[src/rtl/mul_arbiter_fp32.sv]
// Two-requester round-robin front end for one shared multiplier_fp32.
// Grants one request at a time, supervises the multiply with a timeout, and returns the result to the granted port.
module mul_arbiter_fp32 #(
  parameter int TIMEOUT = 64
) (
  input  logic        clk,
  input  logic        reset,
  input  logic        req0,
  input  logic        req1,
  input  logic [31:0] x0,
  input  logic [31:0] y0,
  input  logic [31:0] x1,
  input  logic [31:0] y1,
  output logic        ack0,
  output logic        ack1,
  output logic        done0,
  output logic        done1,
  output logic [31:0] z0,
  output logic [31:0] z1,
  output logic        err0,
  output logic        err1,
  output logic        mul_rd,
  output logic [31:0] mul_x,
  output logic [31:0] mul_y,
  input  logic        mul_wr,
  input  logic [31:0] mul_z,
  output logic        busy
);

  typedef enum logic [1:0] {
    IDLE  = 2'd0,
    ISSUE = 2'd1,
    WAIT  = 2'd2,
    RESP  = 2'd3
  } state_t;

  localparam int            CW       = (TIMEOUT > 1) ? $clog2(TIMEOUT) : 1;
  localparam logic [CW-1:0] CNT_LAST = CW'(TIMEOUT - 1);
  localparam logic [31:0]   QNAN     = 32'h7FC0_0000;

  state_t        state_q, state_d;
  logic          ptr_q, ptr_d;
  logic          gnt_q, gnt_d;
  logic [CW-1:0] cnt_q, cnt_d;

  logic          ack0_q, ack0_d, ack1_q, ack1_d;
  logic          done0_q, done0_d, done1_q, done1_d;
  logic          err0_q, err0_d, err1_q, err1_d;
  logic [31:0]   z0_q, z0_d, z1_q, z1_d;
  logic          mul_rd_q, mul_rd_d;
  logic [31:0]   mul_x_q, mul_x_d, mul_y_q, mul_y_d;
  logic          busy_q, busy_d;

  logic          win_s;
  logic          grant_s;
  logic          take_s;
  logic          tmo_s;

  // Round-robin winner and the events that drive the FSM.
  always_comb begin
    win_s = 1'b0;
    if (req0 && req1) begin
      win_s = ptr_q;
    end else if (req1) begin
      win_s = 1'b1;
    end else begin
      win_s = 1'b0;
    end
    grant_s = (state_q == IDLE) && (req0 || req1);
    take_s  = (state_q == WAIT) && mul_wr;
    // A result arriving in the last WAIT cycle beats the timeout.
    tmo_s   = (state_q == WAIT) && !mul_wr && (cnt_q == CNT_LAST);
  end

  // Next state, arbitration pointer, granted port and WAIT counter.
  always_comb begin
    state_d = state_q;
    ptr_d   = ptr_q;
    gnt_d   = gnt_q;
    cnt_d   = cnt_q;
    case (state_q)
      IDLE: begin
        if (grant_s) begin
          state_d = ISSUE;
          gnt_d   = win_s;
          ptr_d   = ~win_s;
        end else begin
          state_d = IDLE;
        end
      end
      ISSUE: begin
        state_d = WAIT;
        cnt_d   = {CW{1'b0}};
      end
      WAIT: begin
        if (take_s || tmo_s) begin
          state_d = RESP;
        end else begin
          cnt_d = cnt_q + CW'(1);
        end
      end
      RESP: begin
        state_d = IDLE;
      end
      default: begin
        state_d = IDLE;
      end
    endcase
  end

  // Registered output values for the next cycle.
  always_comb begin
    ack0_d   = grant_s && !win_s;
    ack1_d   = grant_s && win_s;
    mul_rd_d = grant_s;
    if (grant_s) begin
      mul_x_d = win_s ? x1 : x0;
      mul_y_d = win_s ? y1 : y0;
    end else begin
      mul_x_d = mul_x_q;
      mul_y_d = mul_y_q;
    end
    done0_d = (take_s || tmo_s) && !gnt_q;
    done1_d = (take_s || tmo_s) && gnt_q;
    err0_d  = tmo_s && !gnt_q;
    err1_d  = tmo_s && gnt_q;
    z0_d    = z0_q;
    z1_d    = z1_q;
    if (take_s) begin
      if (gnt_q) begin
        z1_d = mul_z;
      end else begin
        z0_d = mul_z;
      end
    end else if (tmo_s) begin
      if (gnt_q) begin
        z1_d = QNAN;
      end else begin
        z0_d = QNAN;
      end
    end else begin
      z0_d = z0_q;
    end
    busy_d = (state_d != IDLE);
  end

  // State and output registers with synchronous reset.
  always_ff @(posedge clk) begin
    if (reset) begin
      state_q  <= IDLE;
      ptr_q    <= 1'b0;
      gnt_q    <= 1'b0;
      cnt_q    <= {CW{1'b0}};
      ack0_q   <= 1'b0;
      ack1_q   <= 1'b0;
      done0_q  <= 1'b0;
      done1_q  <= 1'b0;
      err0_q   <= 1'b0;
      err1_q   <= 1'b0;
      z0_q     <= 32'h0000_0000;
      z1_q     <= 32'h0000_0000;
      mul_rd_q <= 1'b0;
      mul_x_q  <= 32'h0000_0000;
      mul_y_q  <= 32'h0000_0000;
      busy_q   <= 1'b0;
    end else begin
      state_q  <= state_d;
      ptr_q    <= ptr_d;
      gnt_q    <= gnt_d;
      cnt_q    <= cnt_d;
      ack0_q   <= ack0_d;
      ack1_q   <= ack1_d;
      done0_q  <= done0_d;
      done1_q  <= done1_d;
      err0_q   <= err0_d;
      err1_q   <= err1_d;
      z0_q     <= z0_d;
      z1_q     <= z1_d;
      mul_rd_q <= mul_rd_d;
      mul_x_q  <= mul_x_d;
      mul_y_q  <= mul_y_d;
      busy_q   <= busy_d;
    end
  end

  assign ack0   = ack0_q;
  assign ack1   = ack1_q;
  assign done0  = done0_q;
  assign done1  = done1_q;
  assign err0   = err0_q;
  assign err1   = err1_q;
  assign z0     = z0_q;
  assign z1     = z1_q;
  assign mul_rd = mul_rd_q;
  assign mul_x  = mul_x_q;
  assign mul_y  = mul_y_q;
  assign busy   = busy_q;

endmodule

[config.mk]
export PLATFORM = sky130hd
export DESIGN_NAME = mul_arbiter_fp32
export DESIGN_NICKNAME = d
export VERILOG_FILES = /design/src/rtl/mul_arbiter_fp32.sv
export SDC_FILE = /design/constraint.sdc
export NUM_CORES = 1
export LEC_CHECK = 0
export ABC_AREA = 1
export CAP_MARGIN = 20
export CORE_MARGIN = 4
export CORE_UTILIZATION = 40
export DETAILED_ROUTE_END_ITERATION = 8
export PLACE_DENSITY = 0.81
export SLEW_MARGIN = 5
export SYNTH_ARGS = -nofsm -noshare
export SYNTH_HDL_FRONTEND = slang
export SYNTH_SLANG_ARGS = --single-unit
export TNS_END_PERCENT = 50
[constraint.sdc]
create_clock -name clk -period 1.6 [get_ports clk]
set_input_delay 0.32 -clock clk [delete_from_list [all_inputs] [get_ports clk]]
set_output_delay 0.32 -clock clk [all_outputs]
set_load 0.01 [all_outputs]
==> out/qor.yml <==
place_congestion: 0.855
syn_nets: 958
coreArea_um2: 14100
grt_pass1_wl_mm: 31.8
n_antenna_cell: 0
drt-pass1-iter-count: 5
viasPerCell: 4.96
cp_data_required_time_ns: 1.95
routed_wl_mm: 21.2
io_pins: 301
fmaxAchievable_mhz: 637
cts_max_path_buffers: 2
finClkSkew_ns: 0.00708
drv_slew: 0
tightest_slew_ns: 0.425
vdd_drop_max_v: 0.000738
arrival_ns: 1.92
synthTopCellsByArea: "dfxtp_1 (50%), nand2_1 (17%), nand3_1 (12%)"
critPathLaunchType: "flip-flop"
p_per_area_nw_per_um2: 1080
synth_warnings: 0
cts-htree-levels: 4
antenna_found_initial: 0
post-route-util_pct: 70.7
crit_fanout: 7
antenna_left: 0
yosysSeqAreaShare_pct: 49.9
rsz0062_at_grt: "true"
syn_area_um2: 5860
cts_made_buffers: 17
synth_edf_count: 0
rows: 43
port_buffers: 300
synth_cell_types: 27
die_w_um: 129
cts_num_sinks: 146
cts_root_buf: "clkbuf_16"
cp-end-kind: "flip-flop"
synthArstFlopShare_pct: 0
cts_tree: "built"
clkTransAtPathRegs_ns: 0.06
start_util_pct: 41.5
finalHoldViolations: 0
synthToLayoutAreaGrowth_pct: 70.2
finalCritPeriodShare_pct: 98.2
grt_start_max_net_pins: 32
die_h_um: 129
postSynthAreaPerCell_um2: 7.42
vias: 6453
min_path_type: "reg2reg"
ctsHoldBuffers: 0
relSlewSlack_pct: 71.6
ys.flop_type: "dfxtp_1"
yosys.area.top_type_share_pct: 49.9
wl_per_cell_um: 16.3
drt_iter0_drc: 355
hpwl_mm: 15.1
drive_gt1_share_pct: 10.4
grtUsageTotal_pct: 24.4
grt-ovfl-total: 0
drv_cap: 0
fin_area_um2: 9970
period_needed_ns: 1.57
finalSetupViolations: 0
p_leak_nw: 4.78
drc: 0
final_nets: 1278
grt_pass1_vias: 6195
clk_latency_ns: 0.42
synth.ff_latch_count: 146
final_cell_count_no_fill: 1302
netlist_instances: 789
yosysTopAreaCell: "dfxtp_1"
dieArea_um2: 16600
setup_tns_ns: 0
place_area_um2: 9230
worstSetupPathType: "reg2reg"
dp_cells: 1259
status: "finished clean"
[layout by cell type (no fill, tap or decap), types with 2 or more instances in the layout]
master	synthesis	final
clkdlybuf4s50_1	0	164
nand4_1	3	3
nand2_8	0	4
buf_12	0	11
buf_6	6	4
ha_1	4	2
nor2_1	20	17
clkbuf_16	0	19
a21oi_1	22	22
dlymetal6s2s_1	0	3
clkinvlp_4	0	5
nor2_2	4	4
inv_1	60	58
ha_4	0	2
dfxtp_1	146	144
a31oi_1	13	13
bufinv_16	0	4
clkbuf_1	14	2
o21ai_1	38	38
nor2_4	2	6
clkinv_2	0	3
buf_4	7	29
nand2_1	268	266
nand2_2	2	3
nand3_1	137	137
dlygate4sd2_1	0	133
inv_2	4	4
nand2_4	2	2
dfxtp_2	0	2
a21oi_2	9	8
[repair_timing]
action / 4_1_cts / 5_1_grt
buffers inserted: 1 / 4
setup endpoints to repair: 214 / 141
gates resized for setup: 137 / 27
pin swaps: 3 / 6
gates cloned: 3 / 3
[where the power goes]
part	total [W]	leakage [nW]	switching, W	internal (W)
Clock	0.00415	0.286	0.00154	0.00261
Combinational	0.00246	3.30	0.00126	0.00119
Sequential	0.00417	1.19	0.000187	0.00398
[per-layer routing]
layer  vias to the layer above  global-route usage, %  routed length (um)
met1                      2971                   27.8                8070
met2                       274                   42.4               10700
met5                         -                      0                   0
li1                       3182                      -                   -
met3                        26                   9.01                2030
met4                         0                   7.84                 374
[cell families after synthesis]
kind of cell             Yosys count  share of synthesized area (%)
flip-flops                       146                           49.9
AND/OR/NAND/NOR                  440                           32.2
AO/OA/AOI/OAI                     85                           8.21
adder cells (fa/ha/maj)            4                          0.855
buffers and inverters            114                           8.85
[state kept, by name, indices dropped and copies added (netlist names), 2 cells and up]
name,flops
mul_y,32
mul_x,32
cnt_q,6
z1,32
z0,32
state_q,2
[worst max-delay path: stages, from the launching register on]
cell       delay (ns)
dfxtp_2          0.32
inv_2            0.08
buf_6            0.11
ha_4             0.15
inv_4            0.04
nor2_4           0.13
nand3_4          0.12
nand2_8          0.17
nand2_8          0.11
clkbuf_16        0.18
a21oi_2          0.10
[stage by stage]
step	power (W)	hold WS, ns	setup slack [ns]
finish	0.0108	0.460	0.0295
global route	0.0113	0.458	-0.0650
CTS	0.0107	0.449	-0.0510
detailed placement	0.00674	0.452	-0.471
global placement	0.00671	0.447	-0.421
floorplan	0.00527	0.433	0.178
[final cells by class]
cell class | instances | area (um2)
Clock buffer | 19 | 433
Sequential cell | 146 | 2930
Fill cell | 1168 | 4130
Inverter | 65 | 248
Multi-Input combinational cell | 533 | 2570
Timing Repair Buffer | 346 | 3380
Tap cell | 180 | 225
Clock inverter | 13 | 185
[Yosys cell counts, types with 2 or more instances]
master,n
a21oi_1,22
a21oi_2,9
a31oi_1,13
buf_1,7
buf_2,15
buf_4,7
buf_6,6
clkbuf_1,14
dfxtp_1,146
ha_1,4
inv_1,60
inv_2,4
nand2_1,268
nand2_2,2
nand2_4,2
nand3_1,137
nand4_1,3
nor2_1,20
nor2_2,4
nor2_4,2
o21ai_1,38
[worst paths after layout]
check / startpoint / endpoint / slack, ns / cells past startpoint
setup / recovery: state_q[0] / z1[29] / 0.03 / 10
hold / removal: z1[3] / z1[3] / 0.46 / 2
setup reg to reg: state_q[0] / z1[29] / 0.03 / 10
hold reg to reg: z1[3] / z1[3] / 0.46 / 2
Note: power is estimated with default switching activity, not from simulation.
